[src/rtl/multicore_out_collector.sv]
// rtl/multicore_out_collector.sv - lossless result collector for a multicore array
//
// Purpose:
//   Captures one-cycle result events from NCORES cores into per-core holding
//   registers, arbitrates round-robin among pending cores, and drains the
//   granted results through a first-word-fall-through FIFO to a single
//   valid/ready stream. A second event to a core whose previous result is
//   still pending is counted as lost.
//
// Ports:
//   clk          clock, all state on rising edge
//   rst          asynchronous active-low reset
//   io_out_bus   core i result in bits [DW*i +: DW]
//   out_en_bus   core i tag in bits [4*i +: 4]; non-zero marks an event
//   m_data       head result word
//   m_core       head originating core index
//   m_tag        head captured tag
//   m_valid      FIFO head valid
//   m_ready      consumer accepts head when m_valid & m_ready
//   overrun      sticky per-core lost-event flags
//   drop_cnt     saturating count of lost events
//   overrun_clr  synchronous pulse clearing overrun and drop_cnt

module multicore_out_collector #(
  parameter int NCORES     = 22,
  parameter int DW         = 28,
  parameter int FIFO_DEPTH = 8
) (
  input  logic                 clk,
  input  logic                 rst,
  input  logic [DW*NCORES-1:0] io_out_bus,
  input  logic [4*NCORES-1:0]  out_en_bus,
  output logic [DW-1:0]        m_data,
  output logic [4:0]           m_core,
  output logic [3:0]           m_tag,
  output logic                 m_valid,
  input  logic                 m_ready,
  output logic [NCORES-1:0]    overrun,
  output logic [15:0]          drop_cnt,
  input  logic                 overrun_clr
);

  localparam int AW = $clog2(FIFO_DEPTH);

  // Per-core holding stage
  logic [DW-1:0]     hold_data [NCORES];
  logic [3:0]        hold_tag  [NCORES];
  logic [NCORES-1:0] pend;

  // Round-robin arbiter state
  logic [4:0]        rr_ptr;

  // Output FIFO storage and pointers
  logic [DW-1:0]     fifo_data [FIFO_DEPTH];
  logic [4:0]        fifo_core [FIFO_DEPTH];
  logic [3:0]        fifo_tag  [FIFO_DEPTH];
  logic [AW-1:0]     wr_ptr;
  logic [AW-1:0]     rd_ptr;
  logic [AW:0]       count;

  // Combinational control
  logic [NCORES-1:0] ev;
  logic [NCORES-1:0] gnt_vec;
  logic [NCORES-1:0] drop;
  logic              gnt_found;
  logic [4:0]        gnt_idx;
  logic              grant;
  logic              pop;
  logic              full;
  logic [5:0]        ndrop;
  logic [16:0]       drop_sum;
  int                scan_idx;

  // Event detect: any non-zero tag is an event this cycle.
  always_comb begin
    ev = '0;
    for (int i = 0; i < NCORES; i++) begin
      ev[i] = |out_en_bus[4*i +: 4];
    end
  end

  assign full    = (count == (AW+1)'(FIFO_DEPTH));
  assign m_valid = (count != '0);
  assign pop     = m_valid & m_ready;

  // Head is read straight out of the storage registers (FWFT); it only moves
  // when rd_ptr advances, so it is stable while the consumer stalls.
  assign m_data  = fifo_data[rd_ptr];
  assign m_core  = fifo_core[rd_ptr];
  assign m_tag   = fifo_tag[rd_ptr];

  // Round-robin search: first pending core at or after rr_ptr, wrapping.
  always_comb begin
    gnt_found = 1'b0;
    gnt_idx   = '0;
    scan_idx  = 0;
    for (int off = 0; off < NCORES; off++) begin
      scan_idx = int'(rr_ptr) + off;
      if (scan_idx >= NCORES) begin
        scan_idx = scan_idx - NCORES;
      end
      if (!gnt_found && pend[scan_idx]) begin
        gnt_found = 1'b1;
        gnt_idx   = scan_idx[4:0];
      end
    end
  end

  // A full FIFO can still accept a push when the head leaves the same cycle.
  assign grant = gnt_found & (~full | pop);

  always_comb begin
    gnt_vec = '0;
    if (grant) begin
      gnt_vec[gnt_idx] = 1'b1;
    end
  end

  // An event is lost only when the core already holds an unsent result that
  // is not leaving this cycle.
  assign drop = ev & pend & ~gnt_vec;

  // Several cores may lose an event in the same cycle.
  always_comb begin
    ndrop = '0;
    for (int i = 0; i < NCORES; i++) begin
      ndrop = ndrop + 6'(drop[i]);
    end
  end

  assign drop_sum = {1'b0, drop_cnt} + 17'(ndrop);

  // Holding stage and pending flags
  always_ff @(posedge clk or negedge rst) begin
    if (!rst) begin
      pend <= '0;
      for (int i = 0; i < NCORES; i++) begin
        hold_data[i] <= '0;
        hold_tag[i]  <= '0;
      end
    end else begin
      for (int i = 0; i < NCORES; i++) begin
        if (ev[i] && (!pend[i] || gnt_vec[i])) begin
          hold_data[i] <= io_out_bus[DW*i +: DW];
          hold_tag[i]  <= out_en_bus[4*i +: 4];
          pend[i]      <= 1'b1;
        end else if (gnt_vec[i]) begin
          pend[i]      <= 1'b0;
        end
      end
    end
  end

  // Arbiter pointer: next search starts just past the last grant.
  always_ff @(posedge clk or negedge rst) begin
    if (!rst) begin
      rr_ptr <= '0;
    end else if (grant) begin
      if (gnt_idx == 5'(NCORES-1)) begin
        rr_ptr <= '0;
      end else begin
        rr_ptr <= gnt_idx + 5'd1;
      end
    end
  end

  // FIFO write/read. Pointers wrap naturally since depth is a power of two.
  always_ff @(posedge clk or negedge rst) begin
    if (!rst) begin
      wr_ptr <= '0;
      rd_ptr <= '0;
      count  <= '0;
      for (int j = 0; j < FIFO_DEPTH; j++) begin
        fifo_data[j] <= '0;
        fifo_core[j] <= '0;
        fifo_tag[j]  <= '0;
      end
    end else begin
      if (grant) begin
        fifo_data[wr_ptr] <= hold_data[gnt_idx];
        fifo_core[wr_ptr] <= gnt_idx;
        fifo_tag[wr_ptr]  <= hold_tag[gnt_idx];
        wr_ptr            <= wr_ptr + AW'(1);
      end
      if (pop) begin
        rd_ptr <= rd_ptr + AW'(1);
      end
      case ({grant, pop})
        2'b10:   count <= count + (AW+1)'(1);
        2'b01:   count <= count - (AW+1)'(1);
        default: count <= count;
      endcase
    end
  end

  // Loss reporting; a clear wins over drops in the same cycle.
  always_ff @(posedge clk or negedge rst) begin
    if (!rst) begin
      overrun  <= '0;
      drop_cnt <= '0;
    end else if (overrun_clr) begin
      overrun  <= '0;
      drop_cnt <= '0;
    end else begin
      overrun <= overrun | drop;
      if (drop_sum[16]) begin
        drop_cnt <= 16'hFFFF;
      end else begin
        drop_cnt <= drop_sum[15:0];
      end
    end
  end

endmodule

[config.mk]
export PLATFORM = sky130hd
export DESIGN_NAME = multicore_out_collector
export DESIGN_NICKNAME = d
export VERILOG_FILES = /design/src/rtl/multicore_out_collector.sv
export SDC_FILE = /design/constraint.sdc
export NUM_CORES = 2
export LEC_CHECK = 0
export ABC_AREA = 1
export CORE_MARGIN = 10
export CORE_UTILIZATION = 40
export DETAILED_ROUTE_END_ITERATION = 7
export GPL_TIMING_DRIVEN = 0
export HOLD_SLACK_MARGIN = 0.02
export PLACE_DENSITY_LB_ADDON = 0.25
export SYNTH_ARGS = -nofsm -noshare
export SYNTH_HDL_FRONTEND = slang
export SYNTH_SLANG_ARGS = --single-unit
[constraint.sdc]
create_clock -name clk -period 13.3 [get_ports clk]
set_input_delay 1.995 -clock clk [delete_from_list [all_inputs] [get_ports clk]]
set_output_delay 1.995 -clock clk [all_outputs]
set_load 0.01 [all_outputs]
# After elaboration in Yosys (flattened, before gate mapping)
# Index checks and enable logic that the tools add are counted.
[word_totals]
ff_bits = 1075
word_cells = 595
output_inout_bits = 76
inputBits = 708
[op_classes]
muxes = 208
n_addsub = 70
eq_ne = 4
n_lt_le_gt_ge = 50
n_reduce_logical = 156
n_bitwise = 11
[op_table]
columns = ["op", "count"]
rows = [
  ["$lt A32 B7 Y1 const B", 22],
  ["$mux W32", 22],
  ["$bwmux W224", 1],
  ["$sub A6 B5 Y7 const B", 21],
  ["$bmux W28 S5", 1],
  ["$mux W28", 5],
  ["$mux W5", 26],
  ["$ge A6 B5 Y1 const B", 21],
  ["$mux W1", 111],
  ["$bmux W1 S5", 22],
  ["$add A6 B1 Y6", 16],
  ["$reduce_or A4 Y1", 22],
  ["$bmux W28 S3", 1],
  ["$demux W28 S3", 1],
  ["$add A5 B4 Y6 const B", 8],
  ["$reduce_bool A2 Y1", 23],
  ["$logic_and A1 B1 Y1", 45],
  ["$and A22 B22 Y22", 2],
  ["$mux W22", 2],
  ["$logic_not A1 Y1", 43],
  ["$bwmux W40", 1],
  ["$add A5 B5 Y6 const B", 6],
  ["$bwmux W32", 1],
  ["$mux W16", 2],
  ["41 further kinds", 74],
]

# Longest topological paths before layout
[logic_depth]
ltp_word = 100
mapped_depth = 75

# Least setup slack after synthesis
# No wires, ideal clock.
[synth_timing]
path_type = "flip-flop to flip-flop"
startpoint = "register rr_ptr[1]"
endpoint = "register drop_cnt[10]"
path_buffers = 8
setup_slack_ns = 2.968
setup_ns = 0.063
synth_period_minus_slack_ns = 10.332
path_stages_with_launch = 64
t_arrival_ns = 10.269
cell_sequence = "dfrtp_1 > buf_4 > inv_2 > buf_6 > clkbuf_1 > ha_1 > buf_6 > inv_2 > buf_2 > ha_1 > inv_1 > nand3_2 > nand2_2 > nand2_4 > nor2_1 > a21oi_1 > inv_1 > nand3_1 > [28 not listed] > inv_1 > fa_1 > fa_1 > fa_1 > fa_1 > fa_1 > inv_1 > fa_1 > nand3_1 > nand2_1 > nand3_1 > nand2_1 > nand3_1 > nor3_1 > clkinv_1 > o21ai_0 > nand2_1 > inv_1"
[synth_via]
elab_chain_cells = 100
[synth_rtl]
columns = ["element", "line", "source"]
rows = [
  ["from (decl)", "51", "logic [4:0] rr_ptr;"],
  ["from (signal assigned)", "162", "rr_ptr <= gnt_idx + 5'd1;"],
  ["parallel branches: the longest is 68 deep, another holds $sub A6 B5 Y7", "-", ""],
  ["$mux W5 *", "102", "if (!gnt_found && pend[scan_idx]) begin"],
  ["named net gnt_idx[1]", "66", "logic [4:0] gnt_idx;"],
  ["$lt A5 B6 Y1 (implied by the code) or $ge A5 B1 Y1 (tied branches)", "115", "gnt_vec[gnt_idx] = 1'b1;"],
  ["$logic_and A1 B1 Y1 (implied by the code)", "115", ""],
  ["$mux W1 (implied by the code)", "115", ""],
  ["$demux W1 S5 *", "115", ""],
  ["$mux W22 *", "114", "if (grant) begin"],
  ["[4 not listed]", "-", ""],
  ["$add A3 B1 Y4", "127", "ndrop = ndrop + 6'(drop[i]);"],
  ["$add A4 B1 Y5", "127", ""],
  ["$add A5 B1 Y6", "127", ""],
  ["$add A6 B1 Y6 (15 in a row)", "127", ""],
  ["$add A6 B1 Y6 *", "127", ""],
  ["$add A16 B6 Y17 *", "131", "assign drop_sum = {1'b0, drop_cnt} + 17'(ndrop);"],
  ["$mux W16 *", "206", "if (drop_sum[16]) begin"],
  ["$mux W16 *", "201", "end else if (overrun_clr) begin"],
  ["to (signal assigned)", "209", "drop_cnt <= drop_sum[15:0];"],
  ["to (decl)", "39", "output logic [15:0] drop_cnt,"],
]
# Mark *: on every way through the listed nets, which the timed path passes. The select of a mux whose other input is x is not followed.
# A chain may end at the register's enable or synchronous reset.

# Final worst setup path
[layout_timing]
startpoint = "register rr_ptr[1]"
endpoint = "register drop_cnt[10]"
[layout_via]
elab_chain_cells = 100
[layout_rtl]
columns = ["element", "line", "source"]
rows = [
  ["parallel branches: the longest is 73 deep, another holds $sub A6 B5 Y7", "-", ""],
  ["$mux W22 *", "114", ""],
  ["$not A22 Y22 *", "121", "assign drop = ev & pend & ~gnt_vec;"],
  ["$and A22 B22 Y22 *", "121", ""],
  ["$add A1 B1 Y2", "127", ""],
  ["$add A2 B1 Y3", "127", ""],
  ["$add A3 B1 Y4", "127", ""],
  ["$add A4 B1 Y5", "127", ""],
  ["$add A5 B1 Y6", "127", ""],
  ["$add A6 B1 Y6 (15 in a row)", "127", ""],
  ["$add A6 B1 Y6 *", "127", ""],
  ["$add A16 B6 Y17 *", "131", ""],
  ["$mux W16 *", "206", ""],
  ["$mux W16 *", "201", ""],
]
# Mark *: on every way between the ends. The select of a mux whose other input is x is not followed.

==> flow_summary_export.csv <==
group,metric,value,unit
placed_design,finalWeightedCongestion,1.015,
die,rows,142,
timing,slew_headroom,1.841,%
worst_setup_path,crit_required,14.04,ns
routing,dr_total_vias,62990,
die,die_w,409.0,µm
layout,final_cell_mix,"nand2_1 (3948), dfrtp_1 (1075), nand3_1 (896), clkdlybuf4s50_1 (782), nor2_1 (484)",
worst_setup_path,rrSetupSlack,0.67,ns
synth,synth_edf_count,0,
layout,multi_input_area,28910,µm²
worst_setup_path,r2r-end,"drop_cnt[10]",
routing,drc,0,
timing,finalHoldViolCount,0,
worst_setup_path,r2r_start,"rr_ptr[1]",
placed_design,port_buffers,783,
synth,yosysWarnings,0,
worst_setup_path,critPathTopFamily,"adder cells",
routing,vias_per_cell,5.419,
grt,grt_overflow,0,
routing,wl,292800,µm
die,io_pins,784,
routing,drtIter0Drc,7389,
grt,grt_util_all_layers,33.67,%
worst_setup_path,cp_max_fo,15,
synth,netlist_top_cells_area,"dfrtp_1 (44%), nand2_1 (24%), nand3_1 (7.4%)",
routing,ant_nets,0,
synth,syn_inst,8590,
timing,fin_crit,12.63,ns
synth,netlist_area,60540,µm²
min_path,holdPathEnd,"hold_data[137]",
layout,nets,10280,
worst_setup_path,crit_buf_inv,17,
grt,antenna_found_initial,42,
grt,grt_pass1_wl,417000,µm
clock_network,clock-sinks,1075,
synth,ys_seq_elements,1075,
worst_setup_path,cp-end-kind,"register",
min_path,hold_class,"reg2reg",
die,fp.dieH,409.0,µm
timing,rsz0062_at_grt,"no",
clock_network,cts.clk_slew.worst_paths,0.07,ns
timing,fin_ws,0.6652,ns
timing,fin_hold_ws,0.4633,ns
run,cap_violations,0,
die,core_area,150100,µm²
grt,grt_pass1_vias,60580,
placed_design,place_ws,-2.045,ns
synth,synthArstFlopShare,100.0,%
timing,fin_crit_sh,95.00,%
synth,synth_top_area_share,44.44,%
synth,yosysTopAreaCell,"dfrtp_1",
clock_network,clock_latency,0.80,ns
routing,first_pass_iters,6,
routing,routedWlPerCell,25.19,µm
timing,clock_skew,0.07032,ns
timing,max_freq,79.15,MHz
clock_network,cts_tree,"done",
layout,layout-drive-gt1-share,7.223,%
die,design.die.area,167300,µm²
clock_network,numCtsBuffers,120,
layout,fillerInstances,15200,
layout,final_common_cell,"nand2_1",
grt,grt_max_degree,172,
timing,worst_slew_pin_slew,1.467,ns
worst_setup_path,ff2ff_path_depth,52,
worst_setup_path,cp_slowest_stage_delay,0.64,ns
synth,ys_seq_area_share,44.44,%
worst_setup_path,setup.worst_path.class,"reg2reg",
worst_setup_path,worstPathArrival,13.37,ns
clock_network,clk_path_buf_depth,3,
layout,ff_latch_area,26900,µm²
timing,maxSlewViolCount,0,
worst_setup_path,critPathSlowestCell,"o21ai_1",
clock_network,hold_buffers,0,
timing,setup_violations,0,
layout,syn_to_final_growth,24.26,%
synth,syn_nets,9363,
worst_setup_path,critPathLaunchType,"register",
synth,synthFlopType,"dfrtp_1",
placed_design,dp_hpwl,234500,µm
die,initial_core_util,40.32,%
synth,ys_types,58,
min_path,hold_depth,2,
synth,syn-mean-instance-area,7.048,µm²
status,status,"complete, no violations",
layout,final_util,50.11,%
worst_setup_path,critPathMostFrequentCell,"nand2_1",
min_path,hp-start,"hold_data[137]",
clock_network,clock-root-buffer,"clkbuf_16",
clock_network,h-tree-depth,3,
==> synthesized netlist by cell type, types with 12 or more instances <==
master,instances
nand2_2,65
o21ai_2,12
inv_2,43
buf_4,52
ha_1,47
buf_2,175
nand4_1,43
buf_6,39
o22ai_1,41
o211ai_1,32
a21oi_1,180
o21ai_1,102
nand2_1,3949
buf_8,17
xnor2_1,13
a31oi_1,40
xor2_1,36
nor2_2,22
dfrtp_1,1075
nor3_1,14
clkbuf_1,173
dlygate4sd1_1,16
nand3b_1,61
inv_1,452
fa_1,18
nand2_4,13
nand3_1,896
nor2_1,485
o21ai_0,391
==> cell families after synthesis <==
group	Yosys count	synth area share [%]
compound gates	820	7.275
xor+xnor	52	0.8081
fa+ha+maj	65	1.567
mux	1	0.01654
simple gates	5582	38.03
buf+inv	995	7.870
flops	1075	44.44
==> through the flow <==
step / instances / TNS [ns] / instance area, µm²
floorplan: 8590 / 0 / 60540
global placement: 11390 / - / 70900
detailed placement: 11400 / -28.04 / 71120
CTS: 11610 / 0 / 75160
global route: 11620 / 0 / 75210
finish: 11630 / 0 / 75220
==> layer usage <==
layer | track usage [%] | share of wire, % | up-vias
met5 | 0 | 0.10 | -
met4 | 17.46 | 6.1 | 48
met3 | 9.207 | 10 | 580
met2 | 50.84 | 43 | 3079
met1 | 43.93 | 41 | 30290
li1 | - | - | 28990
==> how the worst max path moves through the flow <==
| stage | to | from | slack (ns) | cells after the start |
|---|---|---|---|---|
| 3_5_place_dp | drop_cnt[10] | rr_ptr[1] | -2.04 | 55 |
| 3_3_place_gp | fifo_data[177] | rst | -40.10 | 1 |
| 2_1_floorplan | drop_cnt[10] | rr_ptr[1] | 2.97 | 63 |
| 6_report | drop_cnt[10] | rr_ptr[1] | 0.67 | 52 |
| 5_1_grt | drop_cnt[15] | rr_ptr[1] | 0.04 | 62 |
| 4_1_cts | drop_cnt[10] | rr_ptr[1] | 0.03 | 58 |
==> area by class of cell <==
cell class                      count  share of cell area (%)
Multi-Input combinational cell   6520                   38.43
Tap cell                         2016                   3.353
Timing Repair Buffer              794                   10.74
Inverter                          505                   2.533
Sequential cell                  1075                   35.76
Antenna cell                       14                 0.04657
Clock buffer                      181                   4.739
Buffer                            488                   3.812
Clock inverter                     32                  0.5871
==> timing repair <==
action,4_1_cts,5_1_grt
pin swaps,1,0
setup endpoints to repair,16,16
resized for setup,7,13
gates cloned,0,0
buffers inserted,1,1
==> tightest hold or removal path, stage by stage (launching register included) <==
cell and delay [ns]:
dfrtp_1 0.34, nand2_1 0.05, nand2_1 0.05
==> flip-flops by register name (all words and copies together) (netlist names) <==
register and flops:
hold_tag 88, count 4, rd_ptr 3, overrun 22, fifo_core 40, fifo_data 224
drop_cnt 16, fifo_tag 32, wr_ptr 3, pend 22, rr_ptr 5, hold_data 616
Power is left out: the tool's default activity adds up to more than one toggle a clock period on the data nets, which glitch-free logic cannot reach.
